$ cat src/rtl/lcd_write_sched.sv
// Write scheduler for an HD44780 character LCD: runs the power-up command sequence,
// then drains a 4-entry request FIFO onto the LCD bus with setup/pulse/settle timing.
module lcd_write_sched #(
    parameter int EN_CYC   = 50_000,
    parameter int GAP_CYC  = 50_000,
    parameter int LONG_CYC = 100_000
) (
    input  logic       clk,
    input  logic       rst,
    input  logic       req_valid,
    input  logic       req_rs,
    input  logic [7:0] req_data,
    output logic       req_ready,
    output logic       init_done,
    output logic       busy,
    output logic       EN,
    output logic       RW,
    output logic       RS,
    output logic [7:0] data
);

    localparam logic [1:0] ST_SETUP = 2'd0;
    localparam logic [1:0] ST_PULSE = 2'd1;
    localparam logic [1:0] ST_WAIT  = 2'd2;
    localparam logic [1:0] ST_IDLE  = 2'd3;

    localparam logic [2:0]  FIFO_DEPTH = 3'd4;
    localparam logic [2:0]  INIT_LAST  = 3'd3;
    localparam logic [31:0] PULSE_LAST = 32'(EN_CYC - 1);
    localparam logic [31:0] GAP_LAST   = 32'(GAP_CYC - 1);
    localparam logic [31:0] LONG_LAST  = 32'(LONG_CYC - 1);

    // Power-up command sequence: function set, display on, clear, entry mode.
    function automatic logic [7:0] init_rom(input logic [2:0] idx);
        logic [7:0] b;
        case (idx)
            3'd0:    b = 8'h38;
            3'd1:    b = 8'h0E;
            3'd2:    b = 8'h01;
            3'd3:    b = 8'h06;
            default: b = 8'h00;
        endcase
        return b;
    endfunction

    // ------------------------------------------------------------------
    // Request FIFO
    // ------------------------------------------------------------------
    logic [8:0]  fifo_mem [4];
    logic [1:0]  wr_ptr;
    logic [1:0]  rd_ptr;
    logic [2:0]  count;
    logic [2:0]  count_next;
    logic        push;
    logic        pop;
    logic [8:0]  fifo_head;

    // ------------------------------------------------------------------
    // Write sequencer state
    // ------------------------------------------------------------------
    logic [1:0]  state;
    logic [31:0] cyc_cnt;
    logic [2:0]  init_idx;
    logic        cur_rs;
    logic [7:0]  cur_data;
    logic        long_wait;
    logic [31:0] wait_last;
    logic        pulse_done;
    logic        wait_done;

    assign push      = req_valid && req_ready;
    assign pop       = (state == ST_IDLE) && (count != 3'd0);
    assign fifo_head = fifo_mem[rd_ptr];

    // NOTE: always_comb assigns a default first so no path can infer a latch.
    always_comb begin
        count_next = count;
        if (push && !pop) begin
            count_next = count + 3'd1;
        end else if (pop && !push) begin
            count_next = count - 3'd1;
        end
    end

    // NOTE: the storage array carries no reset; pointers and count alone define validity.
    always_ff @(posedge clk) begin
        if (push) begin
            fifo_mem[wr_ptr] <= {req_rs, req_data};
        end
    end

    // NOTE: sequential state uses non-blocking assignments so every register samples pre-edge values.
    always_ff @(posedge clk) begin
        if (rst) begin
            wr_ptr    <= 2'd0;
            rd_ptr    <= 2'd0;
            count     <= 3'd0;
            req_ready <= 1'b1;
        end else begin
            if (push) begin
                wr_ptr <= wr_ptr + 2'd1;
            end
            if (pop) begin
                rd_ptr <= rd_ptr + 2'd1;
            end
            count     <= count_next;
            req_ready <= (count_next != FIFO_DEPTH);
        end
    end

    // Clear (0x01) and home (0x02/0x03) need the long settle time.
    assign long_wait  = !cur_rs && ((cur_data == 8'h01) || (cur_data == 8'h02) || (cur_data == 8'h03));
    assign wait_last  = long_wait ? LONG_LAST : GAP_LAST;
    assign pulse_done = (cyc_cnt == PULSE_LAST);
    assign wait_done  = (cyc_cnt == wait_last);

    always_ff @(posedge clk) begin
        if (rst) begin
            state     <= ST_SETUP;
            cyc_cnt   <= 32'd0;
            init_idx  <= 3'd0;
            init_done <= 1'b0;
            cur_rs    <= 1'b0;
            cur_data  <= init_rom(3'd0);
        end else begin
            case (state)
                ST_SETUP: begin
                    cyc_cnt <= 32'd0;
                    state   <= ST_PULSE;
                end
                ST_PULSE: begin
                    if (pulse_done) begin
                        cyc_cnt <= 32'd0;
                        state   <= ST_WAIT;
                    end else begin
                        cyc_cnt <= cyc_cnt + 32'd1;
                    end
                end
                ST_WAIT: begin
                    if (wait_done) begin
                        cyc_cnt <= 32'd0;
                        if (!init_done) begin
                            init_idx <= init_idx + 3'd1;
                            if (init_idx == INIT_LAST) begin
                                init_done <= 1'b1;
                                state     <= ST_IDLE;
                            end else begin
                                cur_rs   <= 1'b0;
                                cur_data <= init_rom(init_idx + 3'd1);
                                state    <= ST_SETUP;
                            end
                        end else begin
                            state <= ST_IDLE;
                        end
                    end else begin
                        cyc_cnt <= cyc_cnt + 32'd1;
                    end
                end
                default: begin
                    if (pop) begin
                        cur_rs   <= fifo_head[8];
                        cur_data <= fifo_head[7:0];
                        state    <= ST_SETUP;
                    end
                end
            endcase
        end
    end

    // Bus pins and busy are registered from the sequencer state, one cycle behind it.
    always_ff @(posedge clk) begin
        if (rst) begin
            EN   <= 1'b0;
            RS   <= 1'b0;
            data <= 8'h00;
            busy <= 1'b1;
        end else begin
            EN   <= (state == ST_PULSE);
            busy <= (state != ST_IDLE) || (count != 3'd0);
            if (state == ST_SETUP) begin
                RS   <= cur_rs;
                data <= cur_data;
            end
        end
    end

    assign RW = 1'b0;

endmodule

$ cat config.mk
export PLATFORM = sky130hd
export DESIGN_NAME = lcd_write_sched
export DESIGN_NICKNAME = d
export VERILOG_FILES = /design/src/rtl/lcd_write_sched.sv
export SDC_FILE = /design/constraint.sdc
export NUM_CORES = 1
export LEC_CHECK = 0
export ABC_AREA = 1
export BUFFER_PORTS_ARGS = -buffer_cell sky130_fd_sc_hd__buf_2
export CAP_MARGIN = 20
export CORE_MARGIN = 2
export CORE_UTILIZATION = 40
export DETAILED_ROUTE_END_ITERATION = 16
export PLACE_DENSITY = 0.6
export RECOVER_POWER = 100
export SETUP_SLACK_MARGIN = 0.5
export SYNTH_ARGS = -nofsm -noshare
export SYNTH_HDL_FRONTEND = slang
export SYNTH_SLANG_ARGS = --single-unit
$ cat constraint.sdc
create_clock -name clk -period 4.82 [get_ports clk]
set_input_delay 0.723 -clock clk [delete_from_list [all_inputs] [get_ports clk]]
set_output_delay 0.723 -clock clk [all_outputs]
set_load 0.01 [all_outputs]
==> results of run 1 <==
## final timing paths
| check | endpoint | slack (ns) |
|---|---|---|
| setup / recovery | cur_rs$_SDFFE_PP0P_ | 1.62 |
| hold reg to reg | cur_data[1]$_SDFFE_PP0P_ | 0.46 |
| hold / removal | cur_data[1]$_SDFFE_PP0P_ | 0.46 |
| setup reg to reg | cur_rs$_SDFFE_PP0P_ | 1.62 |
## cells in the final DEF, fill, tap and decap left out, types with 3 or more instances in the layout
cell type	netlist	routed
a21oi_1	53	53
clkbuf_1	20	24
clkbuf_16	0	9
clkinv_8	0	3
dfxtp_1	68	68
edfxtp_1	36	36
ha_1	18	18
inv_1	66	67
inv_2	5	4
nand2_1	177	181
nand2_2	6	4
nand3_1	71	71
nand4_1	11	11
nor2_1	100	105
nor2_2	7	4
nor3_1	7	7
o2111ai_1	4	4
o21ai_0	30	30
o22ai_1	3	3
xor2_1	17	17
## sequential cells by signal, summed over array words and instances, names as in the netlist, named ones only
| register | count |
|---|---|
| wr_ptr | 2 |
| cur_data | 8 |
| fifo_mem | 36 |
| EN | 1 |
| state | 2 |
| init_done | 1 |
| data | 8 |
| req_ready | 1 |
| cyc_cnt | 32 |
| rd_ptr | 2 |
| RS | 1 |
| cur_rs | 1 |
| init_idx | 3 |
| count | 3 |
| busy | 1 |
## power by group through the flow
stage	Clock (mW)	Sequential, mW	Combinational (mW)
detailed placement	0	1.03	0.514
global placement	0	1.03	0.506
global route	0.803	1.02	0.537
finish	0.745	1.01	0.482
CTS	0.764	1.01	0.514
floorplan	0	1.04	0.379
## layer usage
layer	vias to the layer above	global-route usage, %	wire length, um
li1	2356	-	-
met1	2121	22.73	5726
met2	68	30.76	6142
met3	10	4.009	437
met4	0	4.651	117
met5	-	0	0
## Yosys cell counts
| library cell | number | area [um2] |
|---|---|---|
| clkinv_1 | 1 | 3.750 |
| a211oi_1 | 1 | 7.510 |
| clkbuf_1 | 20 | 75.07 |
| clkbuf_8 | 1 | 13.76 |
| nor2_1 | 100 | 375.4 |
| or2_2 | 1 | 6.260 |
| xnor2_1 | 2 | 17.52 |
| buf_4 | 1 | 7.510 |
| ha_1 | 18 | 225.2 |
| nand2_2 | 6 | 37.54 |
| o21ai_0 | 30 | 150.1 |
| nand3_1 | 71 | 355.3 |
| edfxtp_1 | 36 | 1081 |
| xor2_1 | 17 | 148.9 |
| inv_2 | 5 | 18.77 |
| a21oi_1 | 53 | 265.3 |
| nand2_1 | 177 | 664.4 |
| nor3_2 | 1 | 10.01 |
| nor2_2 | 7 | 43.79 |
| conb_1 | 1 | 3.750 |
| o221ai_1 | 1 | 8.760 |
| nand2_4 | 2 | 22.52 |
| dfxtp_1 | 68 | 1361 |
| buf_6 | 2 | 22.52 |
| inv_1 | 66 | 247.7 |
| nor3_1 | 7 | 35.03 |
| o22ai_1 | 3 | 18.77 |
| nand4_1 | 11 | 68.82 |
| nor4_4 | 1 | 21.27 |
| nand3_2 | 1 | 10.01 |
| nor2_4 | 4 | 45.04 |
| buf_2 | 3 | 15.01 |
| buf_8 | 1 | 15.01 |
| o2111ai_1 | 4 | 35.03 |
## cell families (layout without fill, tap and decap cells)
logic type	count (synthesis)	in the layout	synth area share (%)
and+or+nand+nor	389	389	31.18
DFF	104	104	44.92
buffers and inverters	100	114	7.708
AOI/OAI and AO/OA	92	92	8.928
xor gates and xnor gates	19	19	3.060
adders and majority gates	18	18	4.142
other	1	1	0.06896
## final cells by class
type | instances | area [um2]
fillers | 1375 | 7375
multi-input cells | 519 | 2519
flip-flops and latches | 104 | 2442
inverters | 72 | 270.3
clock buffers | 9 | 225.2
well taps | 176 | 220.2
repair buffers | 26 | 102.6
clock inverters | 7 | 88.84
## critical path, cell delays in order (launching register included)
cell     delay, ns
dfxtp_1       0.41
inv_1         0.12
ha_1          0.35
inv_2         0.28
nor2_1        0.13
nor4_1        1.02
nand2_1       0.47
nand2_1       0.15
a21oi_1       0.07
## stage by stage
step / std cells / utilization, %
3_5_place_dp: 897 / 42.62
3_3_place_gp: 897 / 42.62
4_1_cts: 913 / 44.99
6_report: 913 / 44.31
2_1_floorplan: 723 / -
5_1_grt: 913 / 44.31
==> results.sh, run 1 <==
export IMPL_dr_pass1_iters=5
export IMPL_cts_made_buffers=9
export IMPL_wirelength_um=12420
export IMPL_setup_viol=0
export IMPL_hold_violations=0
export IMPL_finalSetupTns_ns=0
export IMPL_yosysWarnings=0
export IMPL_crit_path_max_fanout=14
export IMPL_fin_skew_ns=0.01020
export IMPL_fin_ws_ns=1.615
export IMPL_cts_setup_buffers=0
export IMPL_ctsLongestPathBuffers=2
export IMPL_overflow=0
export IMPL_cp_data_required_time_ns=4.97
export IMPL_synth_seq_area_share_pct=44.91
export IMPL_swShare_pct=34.46
export IMPL_drive_above_1_share_pct=4.749
export IMPL_avgSynthCellArea_um2=7.521
export IMPL_critPathLaunchType="register"
export IMPL_syn_inst=723
export IMPL_syn_num_nets=753
export IMPL_drt_iter0_markers=285
export IMPL_clkTransAtPathRegs_ns=0.08
export IMPL_crit_start="state[0]$_SDFFE_PP0P_"
export IMPL_grt_max_degree=44
export IMPL_worstPathArrival_ns=3.36
export IMPL_reg2reg_depth=8
export IMPL_port_buffers=24
export IMPL_dp_hpwl_um=8802
export IMPL_dieHeight_um=120.6
export IMPL_ys_types=34
export IMPL_finalMaxSlewViolations=44
export IMPL_pin_count=26
export IMPL_dpl_instance_area_mm2=0.005644
export IMPL_grt_pass1_vias=4277
export IMPL_hp_start="cur_data[1]$_SDFFE_PP0P_"
export IMPL_routedWlPerCell_um=13.61
export IMPL_critPathKind="register to register"
export IMPL_p_sw_mw=0.7716
export IMPL_cts_tree="done"
export IMPL_min_path_type="register to register"
export IMPL_p_seq_share_pct=45.2
export IMPL_grt_pass1_wl_um=20600
export IMPL_rows=42
export IMPL_p_int_mw=1.468
export IMPL_clkLatencyLatePin_ns=0.36
export IMPL_reg2reg_from="state[0]$_SDFFE_PP0P_"
export IMPL_relSlewSlack_pct=-33.14
export IMPL_die_w_um=120.6
export IMPL_p_leak_nw=2.205
export IMPL_nets=762
export IMPL_cap_violations=1
export IMPL_tightest_slew_ns=1.997
export IMPL_cp_end_kind="register"
export IMPL_synth_seq_cells=104
export IMPL_max_freq_mhz=312.1
export IMPL_fin_hold_ws_ns=0.4641
export IMPL_htree_levels=3
export IMPL_cts_resized=0
export IMPL_p_clk_share_pct=33.2
export IMPL_dieArea_mm2=0.01454
export IMPL_vias_per_cell=4.989
export IMPL_antenna_found_initial=0
export IMPL_core_area_mm2=0.01324
export IMPL_drc=0
export IMPL_status="finished with violations"
export IMPL_ir_drop_mv=0.1924
export IMPL_period_share_pct=66.49
export IMPL_start_util_pct=41.06
export IMPL_ant_nets=0
export IMPL_gp_congestion=0.8562
export IMPL_hold_buffers=0
export IMPL_rsz0062_at_grt="false"
export IMPL_place_ws_ns=2.460
export IMPL_power_mw=2.239
export IMPL_comb_power_share_pct=21.5
export IMPL_final_cell_area_mm2=0.005868
export IMPL_hold_path_cell_count=2
export IMPL_syn_to_final_growth_pct=7.915
export IMPL_power_density_mw_per_mm2=381.6
export IMPL_clock_sinks=104
export IMPL_cts_root_buf="clkbuf_16"
export IMPL_vias=4555
export IMPL_num_antenna_cells=0
export IMPL_violations="max-capacitance violations, max-slew violations"
export IMPL_grt_util_all_layers_pct=17.90
export IMPL_period_minus_slack_ns=3.205
export IMPL_mappedNetlistArea_mm2=0.005438
No activity file was read; power rests on OpenSTA's default activity.
==> inputs of run 2 (changes only) <==
--- a/config.mk
+++ b/config.mk
@@ -5,13 +5,13 @@
 export SDC_FILE = /design/constraint.sdc
 export NUM_CORES = 1
 export LEC_CHECK = 0
-export ABC_AREA = 1
+export ABC_AREA = 0
 export BUFFER_PORTS_ARGS = -buffer_cell sky130_fd_sc_hd__buf_2
 export CAP_MARGIN = 20
 export CORE_MARGIN = 2
 export CORE_UTILIZATION = 40
 export DETAILED_ROUTE_END_ITERATION = 16
-export PLACE_DENSITY = 0.6
+export PLACE_DENSITY = 0.62
 export RECOVER_POWER = 100
 export SETUP_SLACK_MARGIN = 0.5
 export SYNTH_ARGS = -nofsm -noshare
==> constraint.sdc (replaced) <==
create_clock -name clk -period 2.75 [get_ports clk]
set_input_delay 0.4125 -clock clk [delete_from_list [all_inputs] [get_ports clk]]
set_output_delay 0.4125 -clock clk [all_outputs]
set_load 0.01 [all_outputs]
==> results.sh, run 2 <==
export IMPL_synth_largest_area_cell="dfxtp_1"
export IMPL_cts_made_buffers=9
export IMPL_grt_pass1_vias=3512
export IMPL_reg_top3="fifo_mem: 36 flops, cyc_cnt: 32 flops"
export IMPL_yosysMostFrequentCell="dfxtp_1"
export IMPL_final_cell_area_mm2=0.005879
export IMPL_ys_async_sr_fraction_pct=0
export IMPL_max_freq_mhz=412.3
export IMPL_rsz0062_at_grt="true"
export IMPL_rows=41
export IMPL_synth_area_leaders="dfxtp_1 27%, edfxtp_1 21%, ha_1 4.4%, nand2_1 4.2%, nand3_1 4.1%"
export IMPL_num_antenna_cells=0
export IMPL_dieHeight_um=116.9
export IMPL_routedWlPerCell_um=15.07
export IMPL_die_w_um=116.9
export IMPL_pin_count=26
export IMPL_mappedNetlistArea_mm2=0.005101
export IMPL_ys_types=62
export IMPL_critPathKind="register to register"
export IMPL_synth_enable_flop_cells=36
export IMPL_min_path_type="input pin to register"
export IMPL_ir_drop_mv=0.4695
export IMPL_dr_pass1_iters=5
export IMPL_mostFrequentLayoutCell="dfxtp_1"
export IMPL_clock_sinks=104
export IMPL_core_area_mm2=0.01252
export IMPL_top_register="fifo_mem"
export IMPL_finalSetupTns_ns=0
export IMPL_ctsLongestPathBuffers=2
export IMPL_port_buffers=24
export IMPL_period_share_pct=88.19
export IMPL_worstPathArrival_ns=2.68
export IMPL_largest_register_ffs=36
export IMPL_p_leak_nw=1.945
export IMPL_max_stage_delay_ns=0.53
export IMPL_tightest_slew_ns=0.7719
export IMPL_ant_nets=0
export IMPL_cts_tree="done"
export IMPL_avgSynthCellArea_um2=10.18
export IMPL_drt_iter0_markers=235
export IMPL_period_minus_slack_ns=2.425
export IMPL_cap_violations=0
export IMPL_synth_seq_cells=104
export IMPL_syn_inst=501
export IMPL_wirelength_um=10700
export IMPL_cp_end_kind="register"
export IMPL_drive_above_1_share_pct=14.50
export IMPL_clkLatencyLatePin_ns=0.35
export IMPL_power_density_mw_per_mm2=662.1
export IMPL_overflow=0
export IMPL_gp_congestion=0.7528
export IMPL_synth_commonest_cells="68 x dfxtp_1, 57 x nand2_1, 42 x nand3_1"
export IMPL_grt_max_degree=34
export IMPL_hold_violations=0
export IMPL_setup_viol=0
export IMPL_vias_per_cell=5.411
export IMPL_grt_pass1_wl_um=16820
export IMPL_synth_seq_area_share_pct=47.88
export IMPL_finalMaxSlewViolations=0
export IMPL_yosysWarnings=0
export IMPL_relSlewSlack_pct=48.54
export IMPL_status="finished, final reports clean"
export IMPL_syn_to_final_growth_pct=15.26
export IMPL_crit_path_max_fanout=7
export IMPL_start_util_pct=40.75
export IMPL_dieArea_mm2=0.01367
export IMPL_htree_levels=3
export IMPL_nets=563
export IMPL_final_cell_mix="58 x dfxtp_1, 57 x nand2_1, 42 x nand3_1"
export IMPL_clkTransAtPathRegs_ns=0.07
export IMPL_synth_ff_type="dfxtp_1"
export IMPL_vias=3842
export IMPL_grt_util_all_layers_pct=15.61
export IMPL_slowest_stage="or4_1"
export IMPL_synth_top_area_share_pct=26.69
export IMPL_critPathLaunchType="register"
export IMPL_dpl_instance_area_mm2=0.005361
export IMPL_drc=0
export IMPL_syn_num_nets=531
export IMPL_fin_skew_ns=0.01123
export IMPL_antenna_found_initial=0
export IMPL_dp_hpwl_um=6919
export IMPL_cp_data_required_time_ns=3.00
export IMPL_cp_cell_sequence="nor4bb_1 > nand4b_1 > mux2i_1 > clkbuf_1 > clkbuf_4 > a21boi_0 > or4_1 > o31ai_1"
export IMPL_cts_root_buf="clkbuf_16"
[run 2: cell count changes in the layout (fill, tap and decap cells not counted), moves of 16 or more]
cell / before / now
a21oi_1: 53 / 11
a31oi_1: 0 / 30
inv_1: 67 / 16
nand2_1: 181 / 57
nand3_1: 71 / 42
nor2_1: 105 / 26
o21ai_0: 30 / 9
or4b_1: 0 / 16
[run 2: area by class of cell]
cell class	count	area (um2)
Inverter	17	63.81
Tap cell	172	215.2
Fill cell	1184	6638
Timing Repair Buffer	52	331.6
Sequential cell	104	2455
Multi-Input combinational cell	349	2527
Clock buffer	10	229.0
Clock inverter	6	57.56
[run 2: power by group]
group / switching (mW) / leakage (nW) / internal, mW
sequential: 0.0536 / 0.885 / 1.67
clock: 0.606 / 0.141 / 0.638
combinational: 0.511 / 0.919 / 0.419
[run 2: logic make-up (layout without fill, tap and decap cells)]
logic type      count (synthesis)  in the layout  synth area share [%]
fa+ha+maj                      18             18                 4.415
xor+xnor                        5              5                0.8586
mux                            20             20                 6.402
buf+inv                        48             85                 4.341
flops                         104            104                 47.88
other cells                     1              1               0.07351
compound gates                 79             79                 10.38
simple gates                  226            226                 25.66
[run 2: path summary, 6_finish.rpt]
path | startpoint | end | slack [ns] | depth (start not counted)
max | cyc_cnt[10]$_SDFFE_PP0P_ | state[1]$_SDFFE_PP0P_ | 0.32 | 8
min | rst | wr_ptr[1]$_SDFFE_PP0P_ | 0.30 | 2
max reg2reg | cyc_cnt[10]$_SDFFE_PP0P_ | state[1]$_SDFFE_PP0P_ | 0.32 | 8
min reg2reg | init_idx[2]$_SDFFE_PP0P_ | init_idx[2]$_SDFFE_PP0P_ | 0.48 | 2
[run 2: through the flow]
stage          utilization [%]  power [mW]  setup slack, ns  instances  hold slack [ns]
2_1_floorplan                -       2.352           0.6332        501           0.4459
3_3_place_gp             42.83       2.466           0.4194        677           0.4572
3_5_place_dp             42.83       2.487           0.3583        677           0.4786
4_1_cts                  45.46       3.769           0.5115        694           0.2619
5_1_grt                  46.97       4.073           0.2035        710           0.3044
6_report                 46.97       3.893           0.3248        710           0.3008
[run 2: metal layers]
metal | track usage, % | up-vias | share of wire [%]
li1 | - | 1946 | -
met4 | 4.784 | 0 | 1.5
met5 | 0 | - | 0
met3 | 4.068 | 14 | 4.1
met2 | 26.40 | 60 | 50
met1 | 19.68 | 1822 | 45
[run 2: timing repair]
item	in CTS	in global routing
setup buffers	1	13
gates resized for setup	9	34
hold buffers	0	0
pin swaps	2	9
cloned	0	3
endpoints found under the setup margin	24	33
[run 2: worst max-delay path, delay by kind of cell, from the launching register on]
| kind | cells | cell delay (ns) |
|---|---|---|
| and+or+nand+nor | 3 | 1.01 |
| buffers and inverters | 2 | 0.35 |
| muxes | 1 | 0.31 |
| DFF | 1 | 0.48 |
| AOI/OAI and AO/OA | 2 | 0.19 |
